`src/rtl/msb_grant_scheduler_pkg.sv`:
```
// Shared types and defaults for the MSB-first grant scheduler.
// Latency: none (package only).
// Backpressure: not applicable.
//
// Contents:
//   state_t          scheduler FSM states
//   DEF_WIDTH        default request vector width
//   DEF_MAX_GRANTS   default cap on grants per start
//   f_pos_w()        position width for a given vector width
package msb_sched_pkg;

  typedef enum logic [1:0] {
    IDLE = 2'd0,
    SCAN = 2'd1,
    DONE = 2'd2
  } state_t;

  localparam int DEF_WIDTH      = 8;
  localparam int DEF_MAX_GRANTS = 3;

  function automatic int f_pos_w(input int width);
    return $clog2(width);
  endfunction

endpackage

```
`src/rtl/msb_grant_scheduler_pe.sv`:
```
// MSB priority encoder: index of the highest set bit of a vector.
// Latency: combinational.
// Backpressure: none.
//
// Ports:
//   vec  in   WIDTH   vector to encode
//   pos  out  POS_W   index of the highest set bit (0 when vec is 0)
//   vld  out  1       vec has at least one bit set
module msb_pe #(
  parameter int WIDTH = 8,
  parameter int POS_W = $clog2(WIDTH)
) (
  input  logic [WIDTH-1:0] vec,
  output logic [POS_W-1:0] pos,
  output logic             vld
);

  // Ascending scan: the last set bit seen is the highest one.
  always_comb begin
    pos = '0;
    vld = |vec;
    for (int i = 0; i < WIDTH; i++) begin
      if (vec[i]) pos = POS_W'(i);
    end
  end

endmodule

```
`src/rtl/msb_grant_scheduler.sv`:
```
// Turns one captured request vector into up to MAX_GRANTS grants, highest bit first.
// Latency: first grant valid the cycle after start is sampled; one grant/cycle when ready.
// Backpressure: out_pos and pending vector hold while out_valid && !out_ready.
//
// Ports:
//   clk, rst_n    clock, asynchronous active-low reset
//   start, req    capture req and begin a scan (ignored while busy)
//   flush         synchronous abort back to IDLE, no done pulse
//   out_valid/out_ready/out_pos   grant handshake, position of highest pending bit
//   busy          scan in progress (SCAN or DONE)
//   done          one-cycle end-of-scan pulse
//   grant_cnt     grants issued in the last completed scan
//   remain        bits left ungranted at the end of the scan
//   out_onehot    (only with MSB_SCHED_ONEHOT_EN) 1<<out_pos while out_valid, else 0
module msb_grant_scheduler
  import msb_sched_pkg::*;
#(
  parameter int WIDTH      = DEF_WIDTH,
  parameter int POS_W      = f_pos_w(DEF_WIDTH),
  parameter int MAX_GRANTS = DEF_MAX_GRANTS
) (
  input  logic             clk,
  input  logic             rst_n,
  input  logic             start,
  input  logic [WIDTH-1:0] req,
  input  logic             flush,
  output logic             out_valid,
  input  logic             out_ready,
  output logic [POS_W-1:0] out_pos,
`ifdef MSB_SCHED_ONEHOT_EN
  output logic [WIDTH-1:0] out_onehot,
`endif
  output logic             busy,
  output logic             done,
  output logic [POS_W:0]   grant_cnt,
  output logic [WIDTH-1:0] remain
);

  localparam logic [POS_W:0]   MAX_C = (POS_W+1)'(MAX_GRANTS);
  localparam logic [WIDTH-1:0] ONE_W = WIDTH'(1);

  state_t           state;
  logic [WIDTH-1:0] pend;
  logic [POS_W:0]   cnt;

  logic             pe_vld;
  logic             hs;
  logic [WIDTH-1:0] pend_nxt;
  logic [POS_W:0]   cnt_nxt;
  logic             last_grant;

  msb_pe #(
    .WIDTH (WIDTH),
    .POS_W (POS_W)
  ) u_pe (
    .vec (pend),
    .pos (out_pos),
    .vld (pe_vld)
  );

  // Decoded purely from registers, so no input-to-output combinational path.
  assign out_valid  = (state == SCAN) && pe_vld && (cnt < MAX_C);
  assign busy       = (state != IDLE);
  assign hs         = out_valid && out_ready;
  assign pend_nxt   = pend & ~(ONE_W << out_pos);
  assign cnt_nxt    = cnt + 1'b1;
  assign last_grant = (pend_nxt == '0) || (cnt_nxt == MAX_C);

`ifdef MSB_SCHED_ONEHOT_EN
  assign out_onehot = out_valid ? (ONE_W << out_pos) : '0;
`endif

  always_ff @(posedge clk or negedge rst_n) begin
    if (!rst_n) begin
      state     <= IDLE;
      pend      <= '0;
      cnt       <= '0;
      done      <= 1'b0;
      grant_cnt <= '0;
      remain    <= '0;
    end else begin
      done <= 1'b0;
      case (state)
        IDLE: begin
          // flush in IDLE drops a coincident start.
          if (start && !flush) begin
            pend      <= req;
            cnt       <= '0;
            grant_cnt <= '0;
            remain    <= '0;
            if (req == '0) begin
              state <= DONE;
              done  <= 1'b1;
            end else begin
              state <= SCAN;
            end
          end
        end
        SCAN: begin
          if (flush) begin
            state <= IDLE;
            pend  <= '0;
            cnt   <= '0;
          end else if (hs) begin
            pend <= pend_nxt;
            cnt  <= cnt_nxt;
            if (last_grant) begin
              state     <= DONE;
              done      <= 1'b1;
              remain    <= pend_nxt;
              grant_cnt <= cnt_nxt;
            end
          end
        end
        DONE: begin
          state <= IDLE;
          if (flush) begin
            pend <= '0;
            cnt  <= '0;
          end
        end
        default: begin
          state <= IDLE;
          pend  <= '0;
          cnt   <= '0;
        end
      endcase
    end
  end

endmodule

```
`config.mk`:
```
export PLATFORM = sky130hd
export DESIGN_NAME = msb_grant_scheduler
export DESIGN_NICKNAME = d
export VERILOG_FILES = /design/src/rtl/msb_grant_scheduler_pkg.sv /design/src/rtl/msb_grant_scheduler_pe.sv /design/src/rtl/msb_grant_scheduler.sv
export SDC_FILE = /design/constraint.sdc
export NUM_CORES = 1
export LEC_CHECK = 0
export BUFFER_PORTS_ARGS = -buffer_cell sky130_fd_sc_hd__buf_4
export CORE_UTILIZATION = 35
export DETAILED_ROUTE_END_ITERATION = 16
export MAX_ROUTING_LAYER = met4
export PLACE_DENSITY_LB_ADDON = 0.1
export SLEW_MARGIN = 15
export SYNTH_ARGS = -nofsm -noshare
export SYNTH_HDL_FRONTEND = slang
export SYNTH_HIERARCHICAL = 1
export SYNTH_SLANG_ARGS = --single-unit
export TNS_END_PERCENT = 30
```
`constraint.sdc`:
```
create_clock -name clk -period 2.83 [get_ports clk]
set_input_delay 0.566 -clock clk [delete_from_list [all_inputs] [get_ports clk]]
set_output_delay 0.566 -clock clk [all_outputs]
set_load 0.05 [all_outputs]
```
== Word-level counts from Yosys, hierarchy flattened ==
Index checks and enable logic that the tools add are counted.

* Bits in registers: 27
* Input bits: 13
* Output and inout port bits: 18
* Logic and storage cells: 74

* $add $sub $neg: 1
* Order comparisons: 1
* Eq/ne operators: 10
* Shift-type cells: 1
* Muxes and demuxes: 38
* Bitwise operators: 2
* Reduce and logical (&&, ||, !) cells: 15

{| class="wikitable"
|+ Operator list
! kind !! count
|-
| $mux 8 || 8
|-
| $mux 4 || 7
|-
| $pmux 8 s3 || 1
|-
| $logic_not 8->1 || 2
|-
| $pmux 8 s2 || 1
|-
| $mux 2 || 7
|-
| $mux 3 || 4
|-
| $pmux 4 s3 || 1
|-
| $ne 2x2->1 const B || 5
|-
| $and 8x8->8 || 1
|-
| $not 8->8 || 1
|-
| $pmux 4 s2 || 1
|-
| $reduce_or 8->1 || 1
|-
| $shl 1x3->8 const A || 1
|-
| $mux 1 || 6
|-
| $ne 3x3->1 const B || 2
|-
| $reduce_and 3->1 || 2
|-
| $reduce_and 5->1 || 1
|-
| $add 4x1->4 const B || 1
|-
| $eq 4x2->1 const B || 1
|-
| $logic_and 1x1->1 || 4
|-
| $lt 4x2->1 const B || 1
|-
| $pmux 2 s2 || 1
|-
| $reduce_bool 2->1 || 2
|-
| 6 further kinds || 6
|}

== Logic depth before layout (Yosys ltp) ==
Gate-level depths: netlist of the first run.

* Depth in word-level cells: 16
* Mapped depth: 10

== Modules after synthesis ==
Netlist of the first run, hierarchy kept.

{| class="wikitable"
|+ Modules (own cells, without submodules)
! module !! times used !! cells an instance !! area each (um^2) !! seq. area each (um^2)
|-
| msb_grant_scheduler || 1 || 148 || 1,462.7 || 675.6
|-
| msb_pe || 1 || 12 || 66.3 || 0.0
|}

== Worst setup path before layout of the first run ==
Ideal clock, no wire load.

* Kind: reg-to-reg
* Start point: register pend[4]
* End point: register done
* Arrival time: 3,263 ps
* Data required time: 2,729 ps
* Slack: -534 ps
* Cell stages (with the launch flop): 8
* Buffers on the path: 1
* Path through: dfrtp_1 -> o31ai_1 -> buf_6 -> and4bb_2 -> nor3_1 -> or4_4 -> and2_4 -> o32ai_1

* Cells in the longest elaborated chain, start to end: 13
* Elaborated cells between the ends (all ways): 17
* Those cells by class: shift: 1; mux: 8; bitwise: 2; reduce/logical: 6

{| class="wikitable"
|+ RTL lines
! element !! RTL line !! RTL
|-
| start, declared || msb_grant_scheduler.sv:43 || <nowiki>logic [WIDTH-1:0] pend;</nowiki>
|-
| start signal, assigned || msb_grant_scheduler.sv:87 || <nowiki>pend <= req;</nowiki>
|-
| start signal, assigned || msb_grant_scheduler.sv:105 || <nowiki>pend <= pend_nxt;</nowiki>
|-
| $mux 3 (4 in a row) || msb_grant_scheduler_pe.sv:23 || <nowiki>if (vec[i]) pos = POS_W'(i);</nowiki>
|-
| named net out_pos[1] || msb_grant_scheduler.sv:29 || <nowiki>output logic [POS_W-1:0] out_pos,</nowiki>
|-
| $shl 1x3->8 || msb_grant_scheduler.sv:65 || <nowiki>assign pend_nxt = pend & ~(ONE_W << out_pos);</nowiki>
|-
| $not 8->8 || msb_grant_scheduler.sv:65 ||
|-
| $and 8x8->8 || msb_grant_scheduler.sv:65 ||
|-
| $logic_not 8->1 || msb_grant_scheduler.sv:67 || <nowiki>assign last_grant = (pend_nxt == '0) || (cnt_nxt == MAX_C);</nowiki>
|-
| $logic_or 1x1->1 || msb_grant_scheduler.sv:67 ||
|-
| $mux 1 || msb_grant_scheduler.sv:107 || <nowiki>if (last_grant) begin</nowiki>
|-
| $mux 1 || msb_grant_scheduler.sv:104 || <nowiki>end else if (hs) begin</nowiki>
|-
| $mux 1 || msb_grant_scheduler.sv:100 || <nowiki>if (flush) begin</nowiki>
|-
| $pmux 1 s2 || msb_grant_scheduler.sv:83 || <nowiki>case (state)</nowiki>
|-
| end signal, assigned || msb_grant_scheduler.sv:82 || <nowiki>done <= 1'b0;</nowiki>
|-
| end signal, assigned || msb_grant_scheduler.sv:93 || <nowiki>done <= 1'b1;</nowiki>
|-
| end signal, assigned || msb_grant_scheduler.sv:109 || <nowiki>done <= 1'b1;</nowiki>
|-
| end, declared || msb_grant_scheduler.sv:34 || <nowiki>output logic done,</nowiki>
|}

The timed path passes the listed nets, and every way through them passes these cells.
A chain may end at the register's enable or synchronous reset.

== Final worst setup path of the first run ==
* Start point: register pend[2]
* End point: register remain[5]

* Cells in the longest elaborated chain, start to end: 13
* Elaborated cells between the ends (all ways): 22
* Those cells by class: eq/ne: 2; shift: 1; mux: 10; bitwise: 2; reduce/logical: 7

{| class="wikitable"
|+ RTL lines
! element !! RTL line !! RTL
|-
| $mux 2 (2 in a row) || msb_grant_scheduler_pe.sv:23 ||
|-
| $mux 3 (4 in a row) || msb_grant_scheduler_pe.sv:23 ||
|-
| $shl 1x3->8 || msb_grant_scheduler.sv:65 ||
|-
| $not 8->8 || msb_grant_scheduler.sv:65 ||
|-
| $and 8x8->8 || msb_grant_scheduler.sv:65 ||
|-
| $logic_not 8->1 or $mux 8 (tied branches) || msb_grant_scheduler.sv:67, msb_grant_scheduler.sv:107 ||
|-
| $logic_or 1x1->1 or $mux 8 (tied branches) || msb_grant_scheduler.sv:67, msb_grant_scheduler.sv:104 ||
|-
| $ne 2x2->1 (no line) or $mux 8 (tied branches) || -- ||
|-
| $reduce_and 5->1 (no line) or $pmux 8 s2 (tied branches) || -- ||
|-
| end signal, assigned || msb_grant_scheduler.sv:110 || <nowiki>remain <= pend_nxt;</nowiki>
|-
| end, declared || msb_grant_scheduler.sv:36 || <nowiki>output logic [WIDTH-1:0] remain</nowiki>
|}

Several ways; a longest one is shown, not always the timed one. The select of a mux whose other input is x is not followed.

==> results of run 1 <==
[synthesized netlist by cell type, types with 6 or more instances]
cell type / count / share of area [%]
a21oi_1: 7 / 2.3
a32o_1: 7 / 4.6
nor2b_1: 6 / 2.5
nor2_1: 16 / 3.9
o31ai_1: 7 / 3.4
nand2_1: 20 / 4.9
dfrtp_1: 27 / 44
inv_1: 6 / 1.5
[what timing repair did]
| action | CTS | global route |
|---|---|---|
| endpoints found under the hold margin | 0 | 0 |
| setup endpoints to repair | 0 | 10 |
| setup buffers | 0 | 3 |
| gates resized for setup | 0 | 0 |
[worst max-delay path by stage]
stage / slack (ps) / end / startpoint / cells after the start
after CTS: 210 / remain[3] / pend[4] / 6
after detailed placement: 230 / remain[4] / pend[4] / 6
after global routing: 30 / remain[5] / pend[3] / 7
after global placement: 280 / remain[3] / pend[2] / 8
after floorplan: 60 / done / pend[6] / 8
final: 230 / remain[5] / pend[2] / 8
[through the flow]
step / instance area (um^2) / hold WS, ps / power (W)
after floorplan: 1550 / 270 / 0.00103
after global placement: 1850 / 471 / 0.00121
after detailed placement: 1850 / 481 / 0.00122
after CTS: 1900 / 201 / 0.00144
after global routing: 1920 / 209 / 0.00156
final: 1920 / 189 / 0.00147
[metal layers]
layer | GRT usage, % | part of all wire, % | routed length (um) | vias to the layer above
li1 | - | - | - | 665
met1 | 30.7 | 50 | 2040 | 672
met2 | 27.8 | 44 | 1800 | 43
met3 | 2.83 | 6.0 | 245 | 2
met4 | 4.43 | 0.46 | 19 | 0
met5 | - | 0 | 0 | -
[critical path, stage by stage, from the launching register on]
cell,delay (ps)
dfrtp_1,450
inv_1,70
a21oi_1,90
o31ai_4,430
nor4bb_1,330
a311oi_1,100
or4_4,550
a21oi_4,310
a32o_1,220
[sequential cells by signal, summed over array words and instances (netlist names)]
signal,count
grant_cnt,4
done,1
remain,8
cnt,4
pend,8
state,2
[power breakdown]
part | switching, W | leakage (nW) | internal [W]
sequential | 0.0000660 | 0.367 | 0.000431
clock | 0.000124 | 0.0217 | 0.0000999
combinational | 0.000464 | 0.534 | 0.000284
[layout make-up]
| cell class | count | area share [%] |
|---|---|---|
| clock buffers | 3 | 2.15 |
| clock inverters | 1 | 0.390 |
| inverters | 7 | 1.37 |
| multi-input cells | 120 | 42.1 |
| flip-flops and latches | 27 | 35.1 |
| well taps | 50 | 3.25 |
| repair buffers | 40 | 15.6 |
[layout by cell type, fill, tap and decap left out, types with 2 or more instances in the layout]
| master | synthesis | layout |
|---|---|---|
| nand2_1 | 20 | 20 |
| dfrtp_1 | 27 | 27 |
| buf_4 | 0 | 40 |
| ha_1 | 2 | 2 |
| o31ai_1 | 7 | 6 |
| nor2_1 | 16 | 16 |
| and2_1 | 4 | 4 |
| inv_1 | 6 | 6 |
| a32o_1 | 7 | 7 |
| o21ai_0 | 4 | 4 |
| a21oi_2 | 2 | 2 |
| nand4_1 | 2 | 2 |
| clkbuf_8 | 0 | 3 |
| mux2_2 | 2 | 2 |
| nor3_1 | 4 | 4 |
| a31oi_1 | 2 | 2 |
| nor4_1 | 4 | 4 |
| nand3_1 | 4 | 4 |
| o32ai_1 | 2 | 2 |
| and3_1 | 3 | 3 |
| nor2b_1 | 6 | 6 |
| a21oi_1 | 7 | 7 |
| o2bb2ai_1 | 2 | 2 |
| o31ai_4 | 0 | 2 |
[cells by family (layout without fill, tap and decap cells)]
family | count (synthesis) | after routing
DFF | 27 | 27
muxes | 2 | 2
and+or+nand+nor | 74 | 74
adders and majority gates | 2 | 2
AOI/OAI and AO/OA | 42 | 42
buffers and inverters | 13 | 51
==> results.md, run 1 <==
- Run status: finished clean
- Final ANT Viol Nets: 0
- Origin of the critical flop-to-flop path: pend[2]
- Initial DRC Count: 106
- Register area: a little under 700 um^2
- Crit path required time: 3040 ps
- Number of instances in the synthesized netlist: 160
- Timing-limited maximum frequency: 0.384 GHz
- FF-to-FF End: remain[5]
- Mux contribution to synthesized area: 1.47%
- Vertical die dimension: 68.1 um
- Relative area change from synthesis to final layout: 25.8%
- Nets@finish: 214
- Die area: 4640 um^2
- Post-Synthesis Mean Instance Area: around 9.6 um^2
- CTS HTree Levels: 1
- Largest net degree at the start of global routing: 28
- Routed length per placed instance: between 15 and 20 um
- Max-slew headroom: 63.6%
- Unique masters post-synth: 46
- Capturing element type of the critical path: flop
- Gpl congestion: approximately 0.86
- Pins Over Slew Limit: 0
- Final hold violation count: 0
- CP Class: flop to flop
- Worst Tran Pin Value: roughly 540 ps
- Vias in the first global route: about 1300
- Highest net fanout along the worst path: 10
- Maxcap violations: 0
- Portion of the post-synthesis area used by sequential elements: 44.2%
- Instance count after placement with tap cells included: roughly 240
- Time the worst path needs with I/O delays and setup: 2600 ps
- Sinks on Clock Net: 27
- Initial antenna violation count: 0
- Total Routing Usage GR: about a fifth
- R2R setup slack: about 230 ps
- Row count: 23
- Number of flops mapped to enable cells by yosys: 0
- IO Port Bufs: 30
- Flip-flop and latch count after synthesis: 27
- Crit path DAT: between 2000 and 3000 ps
- Proportion of register bits with asynchronous set or reset after synthesis: 100%
- Setup clock skew after layout: 7.95 ps
- Worst-Skew Late Latency: 270 ps
- Antenna Cells: 0
- Worst hold path class: input pin to async pin
- Final std cells w/o fill: 248
- Dominant combinational cell family by area after synthesis: simple AND/OR/NAND/NOR gates
- Number of buffers added by the clock tree synthesis step: 3
- Total wire length: 4110 um
- Worst setup slack before clock tree synthesis: 229 ps
- Library cell used as clock root buffer: clkbuf_8
- Leakage: 0.922 nW
- Global-route wire length before repair: 6800 um
- Cell Area, Synth: around 1500 um^2
- Total vias in the final route: 1382
- Fraction of the cycle the final worst path needs: 92.0%
- Die boundary width: 68.1 um
- Overall overflow remaining after global route: 0
- Critical Path Source Type: flop
- Most frequently used flop master after synthesis: dfrtp_1
- Dpl hpwl: 3070 um
- Starting utilization of the core area: a little under two fifths
- Clock Pin Slew Worst Setup and Hold Paths: 100 ps
- Final count of negative-setup-slack endpoints: 0
- Warnings from Yosys: 6
- DR pass1 iterations: 4
- Area share of fa/ha/maj cells after synthesis: 1.64%
- Hold bufs inserted after CTS: 0
- Setup_tns: 0 ps
- Number of top-level pins: 31
- Deepest clock path buffer count: 2
- Clock tree from TritonCTS: built
- Cell depth of the worst flop-to-flop path: 8
- Area fraction in compound gates after synthesis: roughly 22%
- Unrepaired setup endpoints after global routing: no
- Mean number of vias per cell: between 5 and 6
- Core area: between 4000 and 5000 um^2
- Layout cells sized above 1: 28.8%
- Number of filler instances in the final layout: 411
- DRC violation count after routing: 0
- Final core occ: 47.1%
- Slack of the critical path: 226 ps
- Synthesized Nets: 175
- Area of combinational cells with multiple inputs: 810 um^2
- Basic-gate share of the synthesized area counting and, or, nand and nor cells: roughly a quarter
- Worst voltage drop across the vdd grid: 0.000304 V
- Cell area power density: 764 nW/um^2
- Xor and xnor area share after synthesis: 0%
Note: power is estimated with default switching activity, not from simulation.
==> run 2, diff against run 1 <==
--- a/config.mk
+++ b/config.mk
@@ -5,6 +5,7 @@
 export SDC_FILE = /design/constraint.sdc
 export NUM_CORES = 1
 export LEC_CHECK = 0
+export ABC_AREA = 1
 export BUFFER_PORTS_ARGS = -buffer_cell sky130_fd_sc_hd__buf_4
 export CORE_UTILIZATION = 35
 export DETAILED_ROUTE_END_ITERATION = 16
==> run 2 against run 1 <==
Compared with the run above: largest power group unchanged; clock skew up 1.3 ps; highest routed layer unchanged; non-clock buffer count down 10; via count down 2.6%.
==> results.md, run 2 <==
- Capturing element type of the critical path: output port (was flop)
- Area fraction in compound gates after synthesis: 8.80% (was 21.8%)
- Final count of negative-setup-slack endpoints: 0 (unchanged)
- Largest registers in the final layout: pend: 8 flops, remain: 8 flops (unchanged)
- Final ANT Viol Nets: 0 (unchanged)
- Critical path's largest stage delay: 430 ps (was 550 ps)
- Top cell type's share of synthesized area: 43.2% (was 44.2%)
- Initial DRC Count: 57 (was 106)
- Core area: 4140 um^2 (was 4090 um^2)
- Vias in the first global route: 1207 (was 1337)
- Highest net fanout along the worst path: 4 (was 10)
- Layout cells sized above 1: 20.6% (was 28.8%)
- Synthesized Nets: 222 (was 175)
- Most frequent cell after synthesis: nand2_1 (was dfrtp_1)
- Hold bufs inserted after CTS: 0 (unchanged)
- Worst voltage drop across the vdd grid: 0.000354 V (was 0.000304 V)
- Number of top-level pins: 31 (unchanged)
- Timing-limited maximum frequency: 0.457 GHz (was 0.384 GHz)
- Overall overflow remaining after global route: 0 (unchanged)
- Crit path required time: 2260 ps (was 3040 ps)
- Number of instances in the synthesized netlist: 207 (was 160)
- DR pass1 iterations: 4 (unchanged)
- Basic-gate share of the synthesized area counting and, or, nand and nor cells: 37.5% (was 26.6%)
- Row count: 23 (unchanged)
- Setup clock skew after layout: 9.27 ps (was 7.95 ps)
- Worst Tran Pin Value: 449 ps (was 543 ps)
- Pins Over Slew Limit: 0 (unchanged)
- Antenna Cells: 0 (unchanged)
- DRC violation count after routing: 0 (unchanged)
- Run status: finished clean (unchanged)
- Cell area power density: 811 nW/um^2 (was 764 nW/um^2)
- Setup_tns: 0 ps (unchanged)
- Number of filler instances in the final layout: 439 (was 411)
- Cell Area, Synth: 1560 um^2 (was 1530 um^2)
- Time the worst path needs with I/O delays and setup: 2190 ps (was 2600 ps)
- Xor and xnor area share after synthesis: 1.12% (was 0%)
- Initial antenna violation count: 0 (unchanged)
- Crit path DAT: 1620 ps (was 2810 ps)
- Final core occ: 44.9% (was 47.1%)
- Dominant combinational cell family by area after synthesis: simple AND/OR/NAND/NOR gates (unchanged)
- Warnings from Yosys: 6 (unchanged)
- Clock Pin Slew Worst Setup and Hold Paths: 100 ps (about the same)
- IO Port Bufs: 30 (unchanged)
- Relative area change from synthesis to final layout: 19.0% (was 25.8%)
- CTS HTree Levels: 1 (unchanged)
- Starting utilization of the core area: 37.7% (was 37.4%)
- Critical path, cell by cell: ha_1 > nand3b_1 > nor3b_4 > buf_4 (was inv_1 > a21oi_1 > o31ai_4 > nor4bb_1 > a311oi_1 > or4_4 > a21oi_4 > a32o_1)
- Most frequently used flop master after synthesis: dfrtp_1 (unchanged)
- Unique masters post-synth: 27 (was 46)
- Flip-flop and latch count after synthesis: 27 (unchanged)
- Total power: 0.00151 W (was 0.00147 W)
- Worst hold path class: input pin to async pin (unchanged)
- Unrepaired setup endpoints after global routing: no (unchanged)
- Most instantiated cells after synthesis: nand2_1, dfrtp_1, nor2_1 (was dfrtp_1, nand2_1, nor2_1)
- Count of buffers added by post-CTS timing repair for setup: 0 (unchanged)
- Fraction of met3 tracks used by global routing: 3.95% (was 2.83%)
- Critical Path Source Type: flop (unchanged)
- Leading cell types in the layout, fill and taps excluded: nand2_1, buf_4, nor2_1, dfrtp_1, inv_1 (was buf_4, dfrtp_1, nand2_1, nor2_1)
- Nets@finish: 254 (was 214)
- Mean number of vias per cell: 4.67 (was 5.57)
- Die boundary width: 68.8 um (was 68.1 um)
- Area share of fa/ha/maj cells after synthesis: 1.60% (was 1.64%)
- Total vias in the final route: 1346 (was 1382)
- Max-slew headroom: 70.0% (was 63.6%)
- Dpl hpwl: 2660 um (was 3070 um)
- Cell taking the most area after synthesis: dfrtp_1 (unchanged)
- Global-route met2 utilization: 26.7% (was 27.8%)
- Global-route wire length before repair: 5460 um (was 6800 um)
- Proportion of register bits with asynchronous set or reset after synthesis: 100% (unchanged)
- Final hold violation count: 0 (unchanged)
- Portion of the post-synthesis area used by sequential elements: 43.2% (was 44.2%)
- Sinks on Clock Net: 27 (unchanged)
- Largest net degree at the start of global routing: 28 (unchanged)
- Number of flops mapped to enable cells by yosys: 0 (unchanged)
- Gpl congestion: 0.761 (was 0.858)
- Leakage: 1.02 nW (was 0.922 nW)
- Most common cell after layout, fill and taps aside: nand2_1 (was buf_4)
- CP Class: flop to output port (was flop to flop)
- Worst-Skew Late Latency: 280 ps (was 270 ps)
- Vertical die dimension: 68.8 um (was 68.1 um)
- Library cell used as clock root buffer: clkbuf_8 (unchanged)
- Routed length per placed instance: 12.1 um (was 16.6 um)
- Crit path max-delay cell type: dfrtp_1 (was or4_4)
- Total Routing Usage GR: 16.1% (was 20.1%)
- Clock tree from TritonCTS: built (unchanged)
- GR Layer Usage met1: 20.7% (was 30.7%)
- Post-Synthesis Mean Instance Area: 7.56 um^2 (was 9.56 um^2)
- Total wire length: 3490 um (was 4110 um)
- Deepest clock path buffer count: 2 (unchanged)
- Mux contribution to synthesized area: 0% (was 1.47%)
- Number of buffers added by the clock tree synthesis step: 3 (unchanged)
- Die area: 4740 um^2 (was 4640 um^2)
- Maxcap violations: 0 (unchanged)
- Peak-usage layer in the global routing report: met2 (was met1)
- Post-CTS resize count: 0 (unchanged)
- Fraction of the cycle the final worst path needs: 77.2% (was 92.0%)
- Top area cells in the synthesized netlist: dfrtp_1, nand2_1, nor2_1 (was dfrtp_1, nand2_1, a32o_1)
-- run 2: cell count changes after synthesis, moves of 4 or more --
cell / delta
nor4_1: -4
nand2_1: +57
a32o_1: -7
o21ai_2: +5
nor2b_1: -6
inv_1: +15
a21oi_1: -7
o21ai_0: +10
o31ai_1: -7
and2_1: -4
nand3_1: +8
nor2_1: +11
-- run 2: worst max-delay path: cells and delay by family (launching register included) --
family,cells,cell delay (ps)
buf+inv,1,230
flops,1,430
fa+ha+maj,1,230
simple gates,2,450
-- run 2: metal layers --
metal / part of all wire [%] / wire length [um]
met5: 0 / 0
met4: 0.29 / 10
met3: 3.6 / 125
met2: 47 / 1650
met1: 49 / 1700
-- run 2: final cells by class --
type                       instances  area [um^2]  share of cell area, %
timing repair buffer              30          225                   12.1
clock buffer                       3         41.3                   2.22
tap                               50         62.6                   3.36
clock inverter                     1         7.51                  0.403
multi-input combinational        155          767                   41.2
inverter                          22         82.6                   4.44
sequential                        27          676                   36.3
-- run 2: path summary, 6_finish.rpt --
path	start	to	slack, ps	cells past startpoint
setup / recovery	cnt[0]	out_valid	640	4
hold / removal	rst_n	cnt[3]	180	1
setup reg to reg	pend[3]	remain[4]	800	18
hold reg to reg	remain[1]	remain[1]	480	2
max in group asynchronous	rst_n	remain[3]	2370	1
min in group clk	remain[1]	remain[1]	480	2
-- run 2: cell families (layout without fill, tap and decap cells) --
kind of cell | Yosys count | count (layout)
AOI/OAI and AO/OA | 22 | 22
adders and majority gates | 2 | 2
DFF | 27 | 27
and+or+nand+nor | 129 | 129
buffers and inverters | 25 | 56
xor gates and xnor gates | 2 | 2
-- run 2: metrics by stage --
stage,setup WS [ps],instance area [um^2],hold WS [ps],cells
2_1_floorplan,720,1560,270,207
3_3_place_gp,811,1810,460,284
3_5_place_dp,839,1810,461,284
4_1_cts,623,1860,197,288
5_1_grt,539,1860,197,288
6_report,644,1860,183,288
-- run 2: where the power goes --
part	leakage (nW)	internal [W]	switching (W)	total, W
clock network	0.0217	0.000100	0.000129	0.000229
registers	0.363	0.000457	0.0000563	0.000514
logic	0.639	0.000226	0.000540	0.000766
total	1.02	0.000784	0.000726	0.00151
